==> src/rtl/timer_dev_pkg.sv <==
// Shared register offsets, mode codes, FSM state encoding and CTRL layout for timer_dev.
package timer_dev_pkg;

   localparam int unsigned DATA_W = 32;
   localparam int unsigned OFF_W  = 4;

   // Byte offsets within the 16-byte window
   localparam logic [OFF_W-1:0] TIMER_CTRL   = 4'h0;
   localparam logic [OFF_W-1:0] TIMER_PRESET = 4'h4;
   localparam logic [OFF_W-1:0] TIMER_COUNT  = 4'h8;
   localparam logic [OFF_W-1:0] TIMER_RSVD   = 4'hC;

   // Word selects derived from the byte offsets
   localparam logic [1:0] SEL_CTRL   = TIMER_CTRL[3:2];
   localparam logic [1:0] SEL_PRESET = TIMER_PRESET[3:2];
   localparam logic [1:0] SEL_COUNT  = TIMER_COUNT[3:2];
   localparam logic [1:0] SEL_RSVD   = TIMER_RSVD[3:2];

   localparam logic [1:0] MODE_ONESHOT = 2'b00;
   localparam logic [1:0] MODE_AUTO    = 2'b01;

   typedef enum logic [1:0] {
      ST_IDLE = 2'b00,
      ST_LOAD = 2'b01,
      ST_CNT  = 2'b10,
      ST_INT  = 2'b11
   } state_t;

   typedef struct packed {
      logic [27:0] rsvd;
      logic        im;
      logic [1:0]  mode;
      logic        en;
   } ctrl_t;

endpackage

==> src/rtl/timer_dev.sv <==
// Memory-mapped countdown timer with CTRL/PRESET/COUNT registers and a masked interrupt.
// Auto-reload mode exists only when TIMER_AUTORELOAD_EN is defined; otherwise every count is one-shot.
module timer_dev
   import timer_dev_pkg::*;
#(
   parameter logic [DATA_W-1:0] BASE_ADDR = 32'h0000_7F00
) (
   input  logic              clk,
   input  logic              reset,
   input  logic [DATA_W-1:0] addr,
   input  logic              we,
   input  logic [DATA_W-1:0] wdata,
   output logic [DATA_W-1:0] rdata,
   output logic              irq
);

   logic              in_win;
   logic [1:0]        sel;
   logic              wr_ctrl;
   logic              wr_preset;
   logic              addr_unused;

   logic              en, en_n;
   logic              im, im_n;
   logic [1:0]        mode;
   logic              auto_mode;
   logic [DATA_W-1:0] preset, preset_n;
   logic [DATA_W-1:0] count, count_n;
   logic              pend, pend_n;
   logic              irq_n;
   logic              en_clr;
   state_t            state, state_n;
   ctrl_t             ctrl_rd;

   // Bus decode; byte lane bits are ignored
   assign in_win      = (addr[DATA_W-1:4] == BASE_ADDR[DATA_W-1:4]);
   assign sel         = addr[3:2];
   assign wr_ctrl     = we & in_win & (sel == SEL_CTRL);
   assign wr_preset   = we & in_win & (sel == SEL_PRESET);
   assign addr_unused = ^addr[1:0];

`ifdef TIMER_AUTORELOAD_EN
   logic [1:0] mode_q;

   always_ff @(posedge clk or posedge reset) begin
      if (reset)        mode_q <= MODE_ONESHOT;
      else if (wr_ctrl) mode_q <= wdata[2:1];
   end

   assign mode = mode_q;
`else
   assign mode = MODE_ONESHOT;
`endif

   assign auto_mode = (mode == MODE_AUTO);

   // FSM state register and datapath registers
   always_ff @(posedge clk or posedge reset) begin
      if (reset) begin
         state  <= ST_IDLE;
         en     <= 1'b0;
         im     <= 1'b0;
         preset <= '0;
         count  <= '0;
         pend   <= 1'b0;
         irq    <= 1'b0;
      end else begin
         state  <= state_n;
         en     <= en_n;
         im     <= im_n;
         preset <= preset_n;
         count  <= count_n;
         pend   <= pend_n;
         irq    <= irq_n;
      end
   end

   // Next-state and COUNT update; FSM acts on the registered EN
   always_comb begin
      state_n = state;
      count_n = count;
      en_clr  = 1'b0;
      case (state)
         ST_IDLE: begin
            if (en) state_n = ST_LOAD;
         end
         ST_LOAD: begin
            if (!en) begin
               state_n = ST_IDLE;
            end else begin
               count_n = preset;
               state_n = ST_CNT;
            end
         end
         ST_CNT: begin
            if (!en) begin
               state_n = ST_IDLE;
            end else if (count <= DATA_W'(1)) begin
               count_n = '0;
               state_n = ST_INT;
            end else begin
               count_n = count - DATA_W'(1);
            end
         end
         ST_INT: begin
            if (auto_mode && en) begin
               state_n = ST_LOAD;
            end else begin
               state_n = ST_IDLE;
               en_clr  = ~auto_mode;
            end
         end
         default: state_n = ST_IDLE;
      endcase
   end

   // Register writes, pending flag and interrupt; a CTRL write overrides the FSM's EN clear
   always_comb begin
      en_n     = wr_ctrl   ? wdata[0] : (en & ~en_clr);
      im_n     = wr_ctrl   ? wdata[3] : im;
      preset_n = wr_preset ? wdata    : preset;
      pend_n   = pend;
      if (state_n == ST_INT)         pend_n = 1'b1;
      else if (auto_mode)            pend_n = 1'b0;
      else if (wr_ctrl || wr_preset) pend_n = 1'b0;
      irq_n = im_n & pend_n;
   end

   // Combinational read mux
   always_comb begin
      rdata        = '0;
      ctrl_rd      = '0;
      ctrl_rd.en   = en;
      ctrl_rd.mode = mode;
      ctrl_rd.im   = im;
      if (in_win) begin
         case (sel)
            SEL_CTRL:   rdata = ctrl_rd;
            SEL_PRESET: rdata = preset;
            SEL_COUNT:  rdata = count;
            SEL_RSVD:   rdata = '0;
            default:    rdata = '0;
         endcase
      end
   end

endmodule

==> config.mk <==
export PLATFORM = sky130hd
export DESIGN_NAME = timer_dev
export DESIGN_NICKNAME = d
export VERILOG_FILES = /design/src/rtl/timer_dev_pkg.sv /design/src/rtl/timer_dev.sv
export SDC_FILE = /design/constraint.sdc
export NUM_CORES = 1
export LEC_CHECK = 0
export BUFFER_PORTS_ARGS = -buffer_cell sky130_fd_sc_hd__buf_2
export CAP_MARGIN = 20
export CELL_PAD_IN_SITES_DETAIL_PLACEMENT = 1
export CELL_PAD_IN_SITES_GLOBAL_PLACEMENT = 2
export CORE_MARGIN = 8
export CORE_UTILIZATION = 29
export CTS_CLUSTER_DIAMETER = 80
export DETAILED_ROUTE_END_ITERATION = 10
export HOLD_SLACK_MARGIN = 0.03
export PLACE_DENSITY_LB_ADDON = 0.3
export SYNTH_ARGS = -nofsm -noshare
export SYNTH_HDL_FRONTEND = slang
export SYNTH_SLANG_ARGS = --single-unit
==> constraint.sdc <==
create_clock -name clk -period 2.3 [get_ports clk]
set_input_delay 0.345 -clock clk [delete_from_list [all_inputs] [get_ports clk]]
set_output_delay 0.345 -clock clk [all_outputs]
set_load 0.03 [all_outputs]
==> impl_metrics.ini <==
[die]
die_area_um2 = 18740
num_io_pins = 100
die_w_um = 136.9
initial_core_util_pct = 29.39
core_um2 = 14420
dieHeight_um = 136.9
rows = 44

[synth]
mappedNetlistArea_um2 = 4239
yosys-top-cells-area = dfrtp_1 (41%), mux2_2 (8.5%), a22oi_1 (7.6%), nor2_1 (4.3%), clkbuf_1 (3.1%)
netlist.area_leader.share_pct = 41.32
synth_common_cells = dfrtp_1 (70), nor2_1 (49), a22oi_1 (43), clkbuf_1 (35), mux2_2 (32)
async_reset_ff_share_pct = 100.0
synth_ff_type = dfrtp_1
synth_area_leader_cell = dfrtp_1
seq_area_frac_synth_pct = 41.32
synthCells = 466
synth_edf_count = 0
syn-mean-instance-area_um2 = 9.097
yosys_warnings = 0
synth_nets = 535
yosys.cell_count.top_type = dfrtp_1
ys_ff_latch = 70
synth.distinct_cells = 47

[grt]
use_met1_pct = 19.54
busiest_layer = met2
grt_max_degree = 38
track_usage_pct = 16.47
gr-usage-met3_pct = 3.855
overflow = 0
antenna_found_initial = 0
grt_pass1_wl_mm = 24.59
grt_pass1_vias = 4648
use_met2_pct = 28.77

[routing]
wl_per_cell_um = 19.46
firstDrtPassIters = 4
ant_nets = 0
route.vias.total = 4295
via_per_inst = 5.478
wirelength_mm = 15.26
drtIter0Drc = 237
drc = 0

[clock_network]
h-tree-depth = 3
cts_buffers = 9
holdBufCountCts = 0
clock_sinks = 70
clk_pin_slew_worst_paths_ns = 0.06
clk_latency_ns = 0.35
cts_buffer_depth = 2
root_buffer = clkbuf_16
cts_tree = built

[place]
portBuffers = 97
dpl_worst_slack_ns = -0.08920
place_congestion = 0.8168
dpl.hpwl_mm = 10.72

[sta]
finalHoldViolations = 0
fmax_mhz = 432.8
tightestPinTransition_ns = 0.5237
fin_skew_ns = 0.005937
max-slew-margin-rel_pct = 65.00
timing.final.ws_setup_ns = -0.01045
whs_ns = 0.1093
rsz0062_at_grt = true
setup_viol = 2
drv_slew = 0
finalCritPeriodShare_pct = 100.5
min_period_ns = 2.310

[status]
violations = setup timing
status = finished with violations

[setup_path]
crit_required_ns = 2.53
reg2reg_depth = 6
path_buf_inv = 1
arrival_ns = 2.54
crit_type = reg2reg
critPathMaxStageDelay_ns = 0.55
path_delay_family = simple AND/OR/NAND/NOR gates
crit_fanout = 8
r2r-start = count[20]
startpoint_type = flip-flop
cp-end-kind = flip-flop
crit_chain = or4_4, or4_4, buf_12, or4_4, nand4_1, nand3_1
cpMaxStageDelayCell = or4_4
path_common_cell = or4_4
r2r_end = count[28]
rrSetupSlack_ns = -0.01

[flow_run]
cap_violations = 0

[cells_and_area]
fin_nets = 664
layout-drive-gt1-share_pct = 40.83
area_growth_pct = 40.47
antenna_cells = 0

[worst_hold_path]
hold_path_class = in2async

[power]
p_per_area_nw_per_um2 = 537.1
p_leak_nw = 2.809
irDropWorstVdd_mv = 0.3687
through the flow:
step	instance area (um2)	TNS (ns)	utilization (%)	total power, mW	instances
CTS	5667	0	39.29	3.245	777
detailed placement	5270	-2.646	36.54	1.377	761
global placement	5270	-0.5130	36.54	1.372	761
floorplan	4267	-0.1707	-	1.297	466
global route	5954	-2.305	41.28	3.300	784
finish	5954	-0.01205	41.28	3.198	784
what timing repair did:
action,4_1_cts,5_1_grt
pin swaps,2,9
resized for setup,3,34
buffers inserted,0,4
endpoints found under the setup margin,39,50
gates cloned,0,3
endpoints found under the hold margin,0,0
power by group:
part / switching [mW] / internal (mW) / total (mW)
clock: 0.570 / 1.28 / 1.84
combinational: 0.0692 / 0.0522 / 0.121
sequential: 0.0000000200 / 1.23 / 1.23
total: 0.639 / 2.56 / 3.20
kinds of logic after synthesis:
family	count (synthesis)	share of synthesized area, %
compound gates	112	18.98
xor+xnor	1	0.2066
fa+ha+maj	2	0.5902
buf+inv	64	6.021
flops	70	41.32
mux	39	10.15
simple gates	178	22.73
routing by layer:
layer,share of wire [%],up-vias,routed length (um)
met5,0,-,0
met4,1.2,0,187
met3,4.8,14,732
met2,51,89,7823
met1,43,2171,6515
li1,-,2021,-
cell usage in the layout (no fill, tap or decap), types with 8 or more instances in the layout:
| master | synthesis | final |
|---|---|---|
| clkbuf_16 | 0 | 12 |
| a21oi_1 | 9 | 9 |
| nand3_1 | 14 | 14 |
| inv_1 | 20 | 19 |
| nor4_1 | 18 | 13 |
| o211ai_1 | 8 | 8 |
| nor2_1 | 49 | 49 |
| dfrtp_1 | 70 | 70 |
| nand4_1 | 17 | 17 |
| a22oi_1 | 43 | 43 |
| buf_2 | 6 | 96 |
| nand2_1 | 19 | 18 |
| mux2_2 | 32 | 32 |
| o22ai_1 | 9 | 9 |
| nor3_1 | 12 | 12 |
| buf_4 | 0 | 54 |
| or3_1 | 12 | 12 |
state kept, by name, summed over array words and instances, names as in the netlist:
name    cells
state       2
count      32
preset     32
irq         1
pend        1
en          1
im          1
worst max path at each step:
stage                    from         end  cells past startpoint
global placement      addr[5]  preset[17]                      7
floorplan           count[18]   count[31]                      7
CTS                 count[20]   count[28]                      6
global route        count[20]    count[8]                      8
detailed placement    addr[5]  preset[12]                      7
finish              count[20]   count[28]                      6
cell type report:
type / instances / area, um2
Tap cell: 184 / 230.2
Timing Repair Buffer: 162 / 1106
Multi-Input combinational cell: 332 / 2406
Clock buffer: 9 / 225.2
Fill cell: 1704 / 8469
Sequential cell: 70 / 1752
Inverter: 20 / 75.07
Clock inverter: 7 / 160.2
worst reg2reg max path: stages (launching register included):
cell and delay, ns:
dfrtp_1 0.39, or4_4 0.55, or4_4 0.47, buf_12 0.16, or4_4 0.47, nand4_1 0.09, nand3_1 0.07
Note: power is estimated with default switching activity, not from simulation.
